File: src/rtl/riscv_pkg.sv
// Shared core package: branch-compare FSM encodings and default compare slice width.
package riscv_pkg;

  localparam int unsigned BRCMP_CHUNK_DEFAULT = 8;

  typedef enum logic [0:0] {
    BRCMP_IDLE = 1'b0,
    BRCMP_RUN  = 1'b1
  } brcmp_state_t;

endpackage

File: src/rtl/brcmp_chunk.sv
// Combinational unsigned compare of one operand slice.
module brcmp_chunk #(
  parameter int unsigned W = 8
) (
  input  logic [W-1:0] a,
  input  logic [W-1:0] b,
  output logic         eq,
  output logic         lt
);

  assign eq = (a == b);
  assign lt = (a < b);

endmodule

File: src/rtl/branch_compare_seq.sv
// Iterative BrEq/BrLT comparator, one CHUNK-bit slice per cycle, MSB slice first.
// Optional build macro: BRCMP_EARLY_EXIT_EN (stop at the first differing slice).
module branch_compare_seq
  import riscv_pkg::*;
#(
  parameter int unsigned XLEN  = 32,
  parameter int unsigned CHUNK = BRCMP_CHUNK_DEFAULT
) (
  input  logic            clk,
  input  logic            rst,
  input  logic            start,
  input  logic [XLEN-1:0] RS1,
  input  logic [XLEN-1:0] RS2,
  input  logic            BrUn,
  output logic            busy,
  output logic            done,
  output logic            BrEq,
  output logic            BrLT
);

  localparam int unsigned N    = XLEN / CHUNK;
  localparam int unsigned IDXW = (N > 1) ? $clog2(N) : 1;
  localparam int unsigned NPOW = 1 << IDXW;
  localparam logic [XLEN-1:0] SIGN_BIT = {1'b1, {(XLEN-1){1'b0}}};

  if ((CHUNK == 0) || (XLEN % CHUNK != 0)) begin : g_bad_chunk
    $error("branch_compare_seq: CHUNK must divide XLEN");
  end

  brcmp_state_t    state, state_nxt;
  logic [XLEN-1:0] a, b;
  logic [IDXW-1:0] idx;
  logic            diff_found, lt_found;
  logic            chunk_eq, chunk_lt, last_c, accept_c;
  logic            busy_nxt, done_nxt, eq_nxt, lt_nxt;
  logic [CHUNK-1:0] a_ch [NPOW];
  logic [CHUNK-1:0] b_ch [NPOW];

  // Slice table indexed by idx; padding entries keep the index fully decoded.
  for (genvar i = 0; i < NPOW; i++) begin : g_ch
    if (i < N) begin : g_real
      assign a_ch[i] = a[i*CHUNK +: CHUNK];
      assign b_ch[i] = b[i*CHUNK +: CHUNK];
    end else begin : g_pad
      assign a_ch[i] = '0;
      assign b_ch[i] = '0;
    end
  end

  brcmp_chunk #(.W(CHUNK)) u_chunk (
    .a  (a_ch[idx]),
    .b  (b_ch[idx]),
    .eq (chunk_eq),
    .lt (chunk_lt)
  );

`ifdef BRCMP_EARLY_EXIT_EN
  assign last_c = (state == BRCMP_RUN) && ((idx == '0) || !chunk_eq);
`else
  assign last_c = (state == BRCMP_RUN) && (idx == '0);
`endif

  // State register
  always_ff @(posedge clk) begin
    if (rst) state <= BRCMP_IDLE;
    else     state <= state_nxt;
  end

  // Next-state logic
  always_comb begin
    state_nxt = state;
    case (state)
      BRCMP_IDLE: if (start)  state_nxt = BRCMP_RUN;
      BRCMP_RUN:  if (last_c) state_nxt = BRCMP_IDLE;
      default:                state_nxt = BRCMP_IDLE;
    endcase
  end

  // Output/next-value logic; an earlier differing slice always dominates.
  always_comb begin
    accept_c = 1'b0;
    busy_nxt = 1'b0;
    done_nxt = 1'b0;
    eq_nxt   = BrEq;
    lt_nxt   = BrLT;
    case (state)
      BRCMP_IDLE: begin
        accept_c = start;
        busy_nxt = start;
      end
      BRCMP_RUN: begin
        busy_nxt = !last_c;
        done_nxt = last_c;
        if (last_c) begin
          if (diff_found) begin
            eq_nxt = 1'b0;
            lt_nxt = lt_found;
          end else begin
            eq_nxt = chunk_eq;
            lt_nxt = chunk_lt;
          end
        end
      end
      default: ;
    endcase
  end

  // Operand/index/result registers; signed mode biases the sign bit to compare unsigned.
  always_ff @(posedge clk) begin
    if (rst) begin
      a          <= '0;
      b          <= '0;
      idx        <= '0;
      diff_found <= 1'b0;
      lt_found   <= 1'b0;
      busy       <= 1'b0;
      done       <= 1'b0;
      BrEq       <= 1'b0;
      BrLT       <= 1'b0;
    end else begin
      busy <= busy_nxt;
      done <= done_nxt;
      BrEq <= eq_nxt;
      BrLT <= lt_nxt;
      if (accept_c) begin
        a          <= RS1 ^ (BrUn ? '0 : SIGN_BIT);
        b          <= RS2 ^ (BrUn ? '0 : SIGN_BIT);
        idx        <= IDXW'(N - 1);
        diff_found <= 1'b0;
        lt_found   <= 1'b0;
      end else if (state == BRCMP_RUN) begin
        if (!diff_found && !chunk_eq) begin
          diff_found <= 1'b1;
          lt_found   <= chunk_lt;
        end
        if (!last_c) idx <= idx - IDXW'(1);
      end
    end
  end

endmodule

File: config.mk
export PLATFORM = sky130hd
export DESIGN_NAME = branch_compare_seq
export DESIGN_NICKNAME = d
export VERILOG_FILES = /design/src/rtl/riscv_pkg.sv /design/src/rtl/brcmp_chunk.sv /design/src/rtl/branch_compare_seq.sv
export SDC_FILE = /design/constraint.sdc
export NUM_CORES = 1
export LEC_CHECK = 0
export ABC_AREA = 1
export BUFFER_PORTS_ARGS = -buffer_cell sky130_fd_sc_hd__buf_2
export CAP_MARGIN = 20
export CORE_ASPECT_RATIO = 1.1
export CORE_MARGIN = 5
export CORE_UTILIZATION = 60
export CTS_BUF_LIST = sky130_fd_sc_hd__clkbuf_8
export DETAILED_ROUTE_END_ITERATION = 6
export GPL_TIMING_DRIVEN = 0
export PLACE_DENSITY_LB_ADDON = 0.05
export SLEW_MARGIN = 20
export SYNTH_ARGS = -nofsm -noshare
export SYNTH_HDL_FRONTEND = slang
export SYNTH_HIERARCHICAL = 1
export SYNTH_SLANG_ARGS = --single-unit
File: constraint.sdc
create_clock -name clk -period 3.1 [get_ports clk]
set_input_delay 0.62 -clock clk [delete_from_list [all_inputs] [get_ports clk]]
set_output_delay 0.62 -clock clk [all_outputs]
set_load 0.02 [all_outputs]
==> flow_summary.ini <==
[final_layout]
final_common_cell = nor2_1
final_cell_mix = nor2_1, nand2_1, buf_2
fin_nets = 673
antennaDiodeCount = 0
fillers = 497
layout-drive-gt1-share = 0.185
area_growth_syn_to_layout_pct = 17.6

[grt]
gr-total-overflow = 0
grt_pass1_vias = 3088
grt_max_degree = 12
grt.total_usage = 0.248
grt_pass1_wl_um = 13700
antenna_found_initial = 0

[clock_network]
hold_buffers = 0
worstSkewPairLatency_ns = 0.34
clockBufferDepth = 2
cts_tree = done
cts-htree-levels = 3
clockRootBuffer = clkbuf_8
ctsResizeCount = 0
cts_sinks = 72
cts_setup_buffers = 0
cts_buffers = 9
clk_pin_slew_worst_paths_ns = 0.07

[detailed_routing]
post_drt_wl_per_cell_um = 12.2
drtPass1Iterations = 5
num_vias = 3312
ant_nets = 0
routed_wl_um = 8250
drt-initial-drc-count = 142
via_per_inst = 4.91
drc = 0

[timing]
skew_ns = 0.00798
final.setup.tns_ns = 0
period_share = 0.745
setup_viol = 0
grt_setup_unrepaired = no
drv_slew = 0
max_freq_ghz = 0.433
final_hold_viol_count = 0
slew_headroom = 0.675
setup_ws_ns = 0.791
worstMarginPinSlew_ns = 0.487
period_needed_ns = 2.31

[floorplanning]
start_util = 0.628
ios = 72
die_y_um = 89.3
num_rows = 28
design.die.area_mm2 = 0.00733
core_area_mm2 = 0.00547
die_x_um = 82.1

[setup_path]
cpMaxStageDelayCell = clkbuf_1
reg2reg_depth = 13
timing.setup.critical_path_class = flop to flop
cp_common_cell = inv_1
critPathRequiredTime_ns = 3.33
crit_buf_inv = 4
r2r_start = idx[1]$_SDFFE_PP0P_
path_cells = inv_1 > clkbuf_1 > o211ai_1 > nand2_1 > inv_1 > ha_1 > nand2_1 > inv_1 > nand3_1 > nor3_2 > nor2_1 > a21oi_1 > nor2_1
slowest_delay_ns = 0.39
regToRegEndpoint = lt_found$_SDFFE_PP0P_
end_kind = flop
start_kind = flop
cp.arrival_ns = 2.54
reg2reg_slack_ns = 0.79
crit_fanout = 10
critical-path-top-delay-family = simple AND/OR/NAND/NOR gates

[hold_path]
worstHoldPathCells = 2
hold_path.class = flop to flop
min-delay-start = BrEq$_SDFFE_PP0P_
whs_endpoint = BrEq$_SDFFE_PP0P_

[power]
p_sw_frac = 0.320
comb_power_share = 0.247
cellPowerDensity_mw_per_mm2 = 546
internal_power_mw = 1.50
p_leak_nw = 2.03
vdd_drop_max_mv = 0.376
p_sw_mw = 0.705
power_frac_clock = 0.275
seqPwrFrac = 0.478

[logic_synthesis]
yosysSeqAreaShare = 0.420
synthCells = 514
synthesis.nets = 591
synth-simple-area-share = 0.300
syn_avg_cell_area_um2 = 6.67
yosys_warnings = 6
synthXorXnorAreaFrac = 0
synth_top_family_by_area = simple AND/OR/NAND/NOR gates
synth_area_mm2 = 0.00343
synth_fa_ha_area_frac = 0.0328
synth_cell_types = 21
yosys_register_bits = 72
synthMuxAreaShare = 0
synth_compound_area_frac = 0.142

[flow_run]
drv_cap = 0

[place]
port-buffer-count = 71
dp.final_hpwl_um = 6420
gp_congestion = 0.880
dp_slack_ns = 0.811

[run_status]
outcome = finished, final reports clean
-- state kept, by name (all words and copies together), names as in the netlist --
signal	count
idx	2
done	1
lt_found	1
BrLT	1
a	32
BrEq	1
state	1
b	32
diff_found	1
-- cells by family after synthesis --
family	after synthesis
flops	72
buf+inv	75
simple gates	269
fa+ha+maj	9
compound gates	89
-- power groups by stage --
| stage | clock, mW | sequential [mW] | combinational, mW |
|---|---|---|---|
| CTS | 0.613 | 1.05 | 0.543 |
| global route | 0.654 | 1.06 | 0.629 |
| detailed placement | 0 | 1.07 | 0.539 |
| global placement | 0 | 1.07 | 0.523 |
| finish | 0.605 | 1.05 | 0.544 |
| floorplan | 0 | 1.06 | 0.388 |
-- cells in the mapped netlist --
| master | instances | area share |
|---|---|---|
| o211ai_1 | 16 | 0.035 |
| o21a_1 | 1 | 0.0022 |
| o21ai_1 | 20 | 0.029 |
| nand3_1 | 5 | 0.0073 |
| a21oi_1 | 9 | 0.013 |
| inv_2 | 3 | 0.0033 |
| buf_8 | 2 | 0.0088 |
| nand2_1 | 123 | 0.13 |
| clkbuf_1 | 8 | 0.0088 |
| buf_2 | 15 | 0.022 |
| nor3_2 | 1 | 0.0029 |
| nor2_1 | 139 | 0.15 |
| buf_6 | 2 | 0.0066 |
| ha_1 | 9 | 0.033 |
| buf_12 | 1 | 0.0058 |
| o21ai_0 | 43 | 0.063 |
| buf_4 | 1 | 0.0022 |
| dfxtp_1 | 72 | 0.42 |
| clkbuf_2 | 1 | 0.0015 |
| inv_1 | 42 | 0.046 |
| nand2_4 | 1 | 0.0033 |
-- routing by layer --
layer,share of wire,global-route usage
met1,0.44,0.313
met2,0.48,0.414
met3,0.051,0.0373
met4,0.023,0.116
met5,0,0
-- cell type report --
type / instances / area [um^2] / share of cell area
multi-input cells: 367 / 1630 / 0.404
well taps: 75 / 93.8 / 0.0233
inverters: 45 / 169 / 0.0419
plain buffers: 30 / 190 / 0.0471
clock inverters: 6 / 30.0 / 0.00744
flip-flops and latches: 72 / 1440 / 0.357
clock buffers: 9 / 124 / 0.0307
repair buffers: 71 / 355 / 0.0881
-- through the flow --
step | hold WS [ns] | instance area, um^2 | cells | total power, mW | utilization
2_1_floorplan | 0.452 | 3430 | 514 | 1.45 | -
3_3_place_gp | 0.449 | 3880 | 660 | 1.59 | 0.710
3_5_place_dp | 0.452 | 3880 | 660 | 1.61 | 0.710
4_1_cts | 0.463 | 4030 | 675 | 2.21 | 0.738
5_1_grt | 0.483 | 4030 | 675 | 2.34 | 0.738
6_report | 0.463 | 4030 | 675 | 2.20 | 0.738
-- how the worst max path moves through the flow --
stage / slack [ns] / start / depth (start not counted) / to
global route: 0.58 / idx[1]$_SDFFE_PP0P_ / 13 / lt_found$_SDFFE_PP0P_
finish: 0.79 / idx[1]$_SDFFE_PP0P_ / 13 / lt_found$_SDFFE_PP0P_
global placement: 0.91 / idx[1]$_SDFFE_PP0P_ / 14 / BrEq$_SDFFE_PP0P_
floorplan: 1.25 / idx[0]$_SDFFE_PP0P_ / 13 / lt_found$_SDFFE_PP0P_
CTS: 0.80 / idx[0]$_SDFFE_PP0P_ / 11 / lt_found$_SDFFE_PP0P_
detailed placement: 0.81 / idx[0]$_SDFFE_PP0P_ / 11 / lt_found$_SDFFE_PP0P_
-- tightest hold or removal path, cell delays in order (launching register included) --
cell and delay [ns]:
dfxtp_1 0.31, nand2_1 0.06, a21oi_1 0.05
(Power assumes the default switching activity.)
